`src/rtl/descrambler_pkg.sv`:
```
// rtl/descrambler_pkg.sv - shared constants and types for the 802.11a descrambler
package descrambler_pkg;

    typedef enum logic [1:0] {
        IDLE    = 2'd0,
        SYNC    = 2'd1,
        SERVICE = 2'd2,
        PAYLOAD = 2'd3
    } dstate_t;

    localparam int SYNC_BITS    = 7;
    localparam int SERVICE_BITS = 16;
    localparam int TAP_HI       = 7;
    localparam int TAP_LO       = 4;
    localparam int LFSR_W       = 7;
    localparam int CNT_W        = 5;

    // x^7 + x^4 + 1 feedback over a register indexed [7:1], [1] newest
    function automatic logic lfsr_fb(input logic [LFSR_W:1] s);
        return s[TAP_HI] ^ s[TAP_LO];
    endfunction

endpackage

```
`src/rtl/descrambler_if.sv`:
```
// rtl/descrambler_if.sv - bit-serial receive stream and status bundle for the descrambler
interface descrambler_if;
    logic       InValid;
    logic       InBit;
    logic       InStart;
    logic       InLast;
    logic       OutValid;
    logic       OutBit;
    logic       OutLast;
    logic       Locked;
    logic [6:0] SyncState;
    logic       ServiceErr;
    logic       FrameErr;

    modport master (
        output InValid, InBit, InStart, InLast,
        input  OutValid, OutBit, OutLast, Locked, SyncState, ServiceErr, FrameErr
    );

    modport slave (
        input  InValid, InBit, InStart, InLast,
        output OutValid, OutBit, OutLast, Locked, SyncState, ServiceErr, FrameErr
    );
endinterface

```
`src/rtl/descrambler_lfsr.sv`:
```
// rtl/descrambler_lfsr.sv - 7-bit scrambler register with external load and feedback step
module descrambler_lfsr
    import descrambler_pkg::*;
(
    input  logic              Clock,
    input  logic              Reset,
    input  logic              load,
    input  logic              step,
    input  logic              in_bit,
    output logic [LFSR_W:1]   state,
    output logic              fb
);

    assign fb = lfsr_fb(state);

    // load wins over step; the top never asserts both in one cycle
    always_ff @(posedge Clock or negedge Reset) begin
        if (!Reset) begin
            state <= '0;
        end else if (load) begin
            state <= {state[LFSR_W-1:1], in_bit};
        end else if (step) begin
            state <= {state[LFSR_W-1:1], fb};
        end
    end

endmodule

```
`src/rtl/descrambler.sv`:
```
// rtl/descrambler.sv - recovers scrambler state from SERVICE, checks it, emits descrambled PSDU
module descrambler
    import descrambler_pkg::*;
(
    input  logic       Clock,
    input  logic       Reset,
    descrambler_if.slave bus
);

    localparam logic [CNT_W-1:0] SYNC_LAST = CNT_W'(SYNC_BITS - 1);
    localparam logic [CNT_W-1:0] SVC_LAST  = CNT_W'(SERVICE_BITS - 1);

    dstate_t            fsm_state;
    logic [CNT_W-1:0]   cnt;
    logic [LFSR_W:1]    lfsr_state;
    logic               fb;
    logic               d;
    logic               lfsr_load;
    logic               lfsr_step;
    logic               svc_sticky;

    logic               out_valid;
    logic               out_bit;
    logic               out_last;
    logic               locked;
    logic [6:0]         sync_state;
    logic               service_err;
    logic               frame_err;

    assign d = bus.InBit ^ fb;

    // a start bit always restarts state recovery, whatever state we are in
    assign lfsr_load = bus.InValid && (bus.InStart || fsm_state == SYNC);
    assign lfsr_step = bus.InValid && !bus.InStart &&
                       (fsm_state == SERVICE || fsm_state == PAYLOAD);

    descrambler_lfsr u_lfsr (
        .Clock  (Clock),
        .Reset  (Reset),
        .load   (lfsr_load),
        .step   (lfsr_step),
        .in_bit (bus.InBit),
        .state  (lfsr_state),
        .fb     (fb)
    );

    always_ff @(posedge Clock or negedge Reset) begin
        if (!Reset) begin
            fsm_state   <= IDLE;
            cnt         <= '0;
            svc_sticky  <= 1'b0;
            out_valid   <= 1'b0;
            out_bit     <= 1'b0;
            out_last    <= 1'b0;
            locked      <= 1'b0;
            sync_state  <= '0;
            service_err <= 1'b0;
            frame_err   <= 1'b0;
        end else begin
            out_valid   <= 1'b0;
            out_bit     <= 1'b0;
            out_last    <= 1'b0;
            service_err <= 1'b0;
            frame_err   <= 1'b0;
            if (bus.InValid) begin
                if (bus.InStart) begin
                    locked     <= 1'b0;
                    svc_sticky <= 1'b0;
                    if (bus.InLast) begin
                        frame_err <= 1'b1;
                        fsm_state <= IDLE;
                        cnt       <= '0;
                    end else begin
                        fsm_state <= SYNC;
                        cnt       <= CNT_W'(1);
                    end
                end else begin
                    unique case (fsm_state)
                        IDLE: begin
                            frame_err <= 1'b1;
                        end
                        SYNC: begin
                            if (bus.InLast) begin
                                frame_err <= 1'b1;
                                locked    <= 1'b0;
                                fsm_state <= IDLE;
                                cnt       <= '0;
                            end else begin
                                cnt <= cnt + CNT_W'(1);
                                if (cnt == SYNC_LAST) begin
                                    sync_state <= {lfsr_state[LFSR_W-1:1], bus.InBit};
                                    locked     <= 1'b1;
                                    fsm_state  <= SERVICE;
                                end
                            end
                        end
                        SERVICE: begin
                            if (bus.InLast) begin
                                frame_err <= 1'b1;
                                locked    <= 1'b0;
                                fsm_state <= IDLE;
                                cnt       <= '0;
                            end else begin
                                cnt <= cnt + CNT_W'(1);
                                if (d) begin
                                    svc_sticky <= 1'b1;
                                end
                                if (cnt == SVC_LAST) begin
                                    service_err <= svc_sticky | d;
                                    fsm_state   <= PAYLOAD;
                                end
                            end
                        end
                        PAYLOAD: begin
                            out_valid <= 1'b1;
                            out_bit   <= d;
                            out_last  <= bus.InLast;
                            if (bus.InLast) begin
                                locked    <= 1'b0;
                                fsm_state <= IDLE;
                                cnt       <= '0;
                            end
                        end
                        default: begin
                            fsm_state <= IDLE;
                        end
                    endcase
                end
            end
        end
    end

    assign bus.OutValid   = out_valid;
    assign bus.OutBit     = out_bit;
    assign bus.OutLast    = out_last;
    assign bus.Locked     = locked;
    assign bus.SyncState  = sync_state;
    assign bus.ServiceErr = service_err;
    assign bus.FrameErr   = frame_err;

endmodule

```
`src/flat_wrapper.sv`:
```
// flat-port wrapper written by rule: the top's interface ports become plain ports
module descrambler_flat import descrambler_pkg::*;
  (Clock, Reset, bus_InValid, bus_InBit, bus_InStart, bus_InLast, bus_OutValid, bus_OutBit, bus_OutLast, bus_Locked, bus_SyncState, bus_ServiceErr, bus_FrameErr);
  descrambler_if bus_i ();
  input  logic Clock;
  input  logic Reset;
  input wire logic [$bits(bus_i.InValid)-1:0] bus_InValid;
  input wire logic [$bits(bus_i.InBit)-1:0] bus_InBit;
  input wire logic [$bits(bus_i.InStart)-1:0] bus_InStart;
  input wire logic [$bits(bus_i.InLast)-1:0] bus_InLast;
  output wire logic [$bits(bus_i.OutValid)-1:0] bus_OutValid;
  output wire logic [$bits(bus_i.OutBit)-1:0] bus_OutBit;
  output wire logic [$bits(bus_i.OutLast)-1:0] bus_OutLast;
  output wire logic [$bits(bus_i.Locked)-1:0] bus_Locked;
  output wire logic [$bits(bus_i.SyncState)-1:0] bus_SyncState;
  output wire logic [$bits(bus_i.ServiceErr)-1:0] bus_ServiceErr;
  output wire logic [$bits(bus_i.FrameErr)-1:0] bus_FrameErr;
  assign bus_i.InValid = bus_InValid;
  assign bus_i.InBit = bus_InBit;
  assign bus_i.InStart = bus_InStart;
  assign bus_i.InLast = bus_InLast;
  assign bus_OutValid = bus_i.OutValid;
  assign bus_OutBit = bus_i.OutBit;
  assign bus_OutLast = bus_i.OutLast;
  assign bus_Locked = bus_i.Locked;
  assign bus_SyncState = bus_i.SyncState;
  assign bus_ServiceErr = bus_i.ServiceErr;
  assign bus_FrameErr = bus_i.FrameErr;
  descrambler u_core (.Clock(Clock), .Reset(Reset), .bus(bus_i));
endmodule
```
`config.mk`:
```
export PLATFORM = sky130hd
export DESIGN_NAME = descrambler_flat
export DESIGN_NICKNAME = d
export VERILOG_FILES = /design/src/rtl/descrambler_pkg.sv /design/src/rtl/descrambler_if.sv /design/src/rtl/descrambler_lfsr.sv /design/src/rtl/descrambler.sv /design/src/flat_wrapper.sv
export SDC_FILE = /design/constraint.sdc
export NUM_CORES = 1
export LEC_CHECK = 0
export ABC_AREA = 1
export CAP_MARGIN = 20
export CORE_UTILIZATION = 48
export CTS_CLUSTER_DIAMETER = 50
export CTS_CLUSTER_SIZE = 20
export DETAILED_ROUTE_END_ITERATION = 7
export HOLD_SLACK_MARGIN = 0.06
export PLACE_DENSITY = 0.74
export SYNTH_ARGS = -nofsm -noshare
export SYNTH_HDL_FRONTEND = slang
export SYNTH_SLANG_ARGS = --single-unit
```
`constraint.sdc`:
```
create_clock -name Clock -period 1.24 [get_ports Clock]
set_input_delay 0.248 -clock Clock [delete_from_list [all_inputs] [get_ports Clock]]
set_output_delay 0.248 -clock Clock [all_outputs]
set_load 0.01 [all_outputs]
```
==> summary.txt, run 1 <==
Synth
  • Synth top area cells: dfrtp_1, nand2_1, ha_1
  • Largest family of logic cells by synthesized area: simple AND/OR/NAND/NOR gates
  • Cell variety after synth: 20
  • Post-synth EDFFs: 0
  • Avg Cell Area, Syn: 8.39 um2
  • Yosys reg bits: 28
  • Post-Synth XOR/XNOR Area: 1.21%
  • Yosys top cell area share: 48.3%
  • Post-Syn Area: 1450 um2
  • Post-synthesis sequential area ratio: 48.3%
  • Most area-hungry cell type in the Yosys netlist: dfrtp_1
  • Syn Inst Count: 173
  • Compound-cell area share of the yosys netlist: 13.4%
  • Adder-cell share of the synthesized area: 6.03%
  • Ys Warns: 0
  • Simple-gate portion of the synthesized area: 22.2%
  • Top FF cell, synth: dfrtp_1
  • Post-synthesis mux area share: 0%
  • Asr flop ratio synth: 100%
  • Syn_nets: 186

Timing
  • Final hold violation count: 0
  • Max-slew headroom: 84.0%
  • Clock Skew: 0.00332 ns
  • Post-layout min period: 1.53 ns
  • Setup TNS: -4.07 ns
  • Tcrit/Tclk final: 123%
  • Setup-failing EPs final: 25
  • Final worst slack: -0.289 ns
  • RSZ-0062 raised after global routing: yes
  • Worst Tran Pin Value: 0.239 ns
  • Max frequency: 654 MHz
  • Final count of pins violating max slew: 0

CTS
  • Sink Count: 28
  • CTS root buf: clkbuf_4
  • Skew-Pair Late Insertion Delay: 0.34 ns
  • Cts hold-fix bufs: 0
  • CTS buffer count: 3
  • Clock transition at the registers of the reported paths: 0.16 ns
  • Max Buffers Root-to-Sink: 2
  • H-tree depth: 1
  • CTS tree: built

Floorplan
  • Die area: 3250 um2
  • Starting density of the core: 51.7%
  • Num rows: 19
  • CORE AREA: 2810 um2
  • Die W: 57.0 um
  • Die height: 57.0 um
  • # IOs: 19

Route
  • DR pass1 iterations: 6
  • Routed vias/inst: 5.28
  • Vias: 1425
  • Residual DRC: 8
  • Average routed wire per standard cell: 15.6 um
  • Final WL: 4200 um
  • 1st-iter DRT viols: 59
  • Antenna-violating nets left: 0

Setup path
  • Worst path cell trace: ha_2, nand2_2, nor2_2, ha_2, inv_2, nand2_2, nor2_4, inv_2, nand2_2, o21bai_1, nand2_1
  • Register-to-Register Path Depth: 11
  • Reg2reg end: u_core.fsm_state[1]
  • Critical path's largest stage delay: 0.41 ns
  • CP Class: reg -> reg
  • Cell depth of the worst setup path: 11
  • Critical Path Slowest Stage Cell: dfrtp_1
  • Worst R2R Setup Slack: -0.29 ns
  • CP startpoint kind: register
  • Arrival time at the worst endpoint: 1.78 ns
  • Crit path top cell by count: nand2_2
  • Critical path launch point: u_core.cnt[0]
  • CP Max Fanout: 3
  • Crit path buffers/inverters: 2
  • WP data required: 1.49 ns
  • Worst r2r src: u_core.cnt[0]
  • Crit path max-delay family: flip-flops
  • Worst setup path end: u_core.fsm_state[1]
  • CP Capture Type: register

Power
  • LEAKAGE: 1.11 nW
  • Pwr Total: 3.62 mW
  • Pwr per Cell Area: 1590 nW/um2
  • Max VDD drop: 1.08 mV

Layout
  • Area grow syn2layout: 56.9%
  • FILL cells: 165
  • Net count, final: 253
  • Number of diodes: 0
  • Ratio of cells with drive above 1 in the final layout: 53.1%

Global routing
  • Global Route Usage Sum: 26.6%
  • Pin count of the biggest net entering global routing: 29
  • Number of global-route vias before repair: 1456
  • Overflow after GRT: 0
  • Initial antenna violation count: 0
  • First-pass GRT wire length: 6620 um

Place
  • Final HPWL DP: 2500 um
  • Placer Congestion: 0.941
  • Port bufs: 18

Outcome
  • Violated checks: design-rule violations, negative setup slack
  • Outcome: finished with violations

Run
  • Max_cap viols: 0

Min path
  • Hold/Removal Path Class: in -> async
-- where the power goes --
part / internal, mW / switching, mW
clock network: 0.328 / 0.295
logic: 0.788 / 0.928
registers: 1.09 / 0.193
total: 2.21 / 1.42
-- worst min-delay path by stage --
| stage | startpoint | to | slack, ns |
|---|---|---|---|
| 2_1_floorplan | Reset | u_core.bus.FrameErr | -0.05 |
| 3_3_place_gp | u_core.bus.SyncState[6] | u_core.bus.SyncState[6] | 0.47 |
| 3_5_place_dp | u_core.bus.SyncState[5] | u_core.bus.SyncState[5] | 0.47 |
| 4_1_cts | Reset | u_core.bus.SyncState[0] | 0.27 |
| 5_1_grt | Reset | u_core.bus.SyncState[6] | 0.25 |
| 6_report | Reset | u_core.bus.SyncState[0] | 0.24 |
-- stage by stage --
step | util, % | instances | hold slack, ns | worst slack, ns | area [um2]
after detailed placement | 68.2 | 246 | 0.472 | -0.348 | 1910
final | 81.2 | 270 | 0.244 | -0.289 | 2280
after CTS | 78.7 | 264 | 0.267 | -0.262 | 2210
after floorplan | - | 173 | -0.0476 | -0.0858 | 1510
after global placement | 68.2 | 246 | 0.465 | -0.335 | 1910
after global routing | 81.2 | 270 | 0.251 | -0.316 | 2280
-- repair_timing --
action | 4_1_cts | 5_1_grt
setup buffers | 14 | 6
pin swaps | 11 | 13
setup endpoints to repair | 38 | 35
resized for setup | 66 | 37
cloned | 1 | 1
-- worst reg2reg max path: stages, from the launching register on --
cell	delay, ns
dfrtp_1	0.41
ha_2	0.21
nand2_2	0.07
nor2_2	0.09
ha_2	0.19
inv_2	0.04
nand2_2	0.07
nor2_4	0.05
inv_2	0.05
nand2_2	0.05
o21bai_1	0.14
nand2_1	0.07
-- logic make-up (layout without fill, tap and decap cells) --
logic type | count (synthesis) | after routing
AO/OA/AOI/OAI | 32 | 32
XOR/XNOR | 2 | 2
adder cells (fa/ha/maj) | 7 | 7
buffers and inverters | 30 | 96
flip-flops | 28 | 28
AND/OR/NAND/NOR | 74 | 74
-- cell type report --
type	instances	area [um2]	share of cell area, %
multi-input combinational	115	855	37.5
sequential	28	702	30.8
clock inverter	1	30.0	1.32
timing repair inverter	1	5.00	0.220
tap	31	38.8	1.70
clock buffer	3	22.5	0.989
timing repair buffer	63	512	22.5
inverter	28	113	4.95
-- placed cells by master, fill, tap and decap left out, types with 2 or more instances in the layout --
cell type and n:
a21oi_1 3, a21oi_2 2, buf_12 2, buf_4 38
buf_6 5, clkbuf_2 10, clkbuf_4 3, clkdlybuf4s15_1 3
clkdlybuf4s50_1 5, dfrtp_1 27, ha_2 2, ha_4 4
inv_1 16, inv_2 10, nand2_1 23, nand2_2 15
nand2_4 5, nand3_1 5, nand4_1 2, nor2_1 12
nor2_2 4, nor2_4 4, o21ai_1 9, o21ai_2 12
o21ai_4 2, o21bai_1 2
-- flip-flops by register name, indices dropped and copies added, names as in the netlist --
name	flops
u_core.cnt	5
u_core.bus.OutBit	1
u_core.bus.SyncState	7
u_core.fsm_state	2
u_core.bus.OutValid	1
u_core.u_lfsr.state	7
u_core.bus.OutLast	1
u_core.svc_sticky	1
u_core.bus.Locked	1
u_core.bus.ServiceErr	1
u_core.bus.FrameErr	1
-- metal layers --
| metal | share of wire [%] | routed length, um | track usage, % | up-vias |
|---|---|---|---|---|
| met5 | 0 | 0 | 0 | - |
| met2 | 52 | 2180 | 46.4 | 40 |
| met3 | 3.8 | 159 | 3.40 | 13 |
| met4 | 3.0 | 125 | 11.5 | 0 |
| met1 | 41 | 1740 | 33.3 | 691 |
| li1 | - | - | - | 681 |
-- cell usage after synthesis, types with 2 or more instances --
cell type,instances
a21oi_1,6
inv_1,23
o21ai_0,11
nand2_2,2
nor2_1,19
o21ai_2,8
nand2_1,41
o21bai_1,2
buf_6,2
ha_1,7
inv_2,5
o21ai_1,5
nand3_1,7
nand4_1,2
dfrtp_1,28
(Power assumes the default switching activity.)
==> inputs of run 2 (changes only) <==
--- a/config.mk
+++ b/config.mk
@@ -6,7 +6,6 @@
 export NUM_CORES = 1
 export LEC_CHECK = 0
 export ABC_AREA = 1
-export CAP_MARGIN = 20
 export CORE_UTILIZATION = 48
 export CTS_CLUSTER_DIAMETER = 50
 export CTS_CLUSTER_SIZE = 20
==> results of run 2 <==
The final DEF is identical to that of run 1; final timing and power are the same.
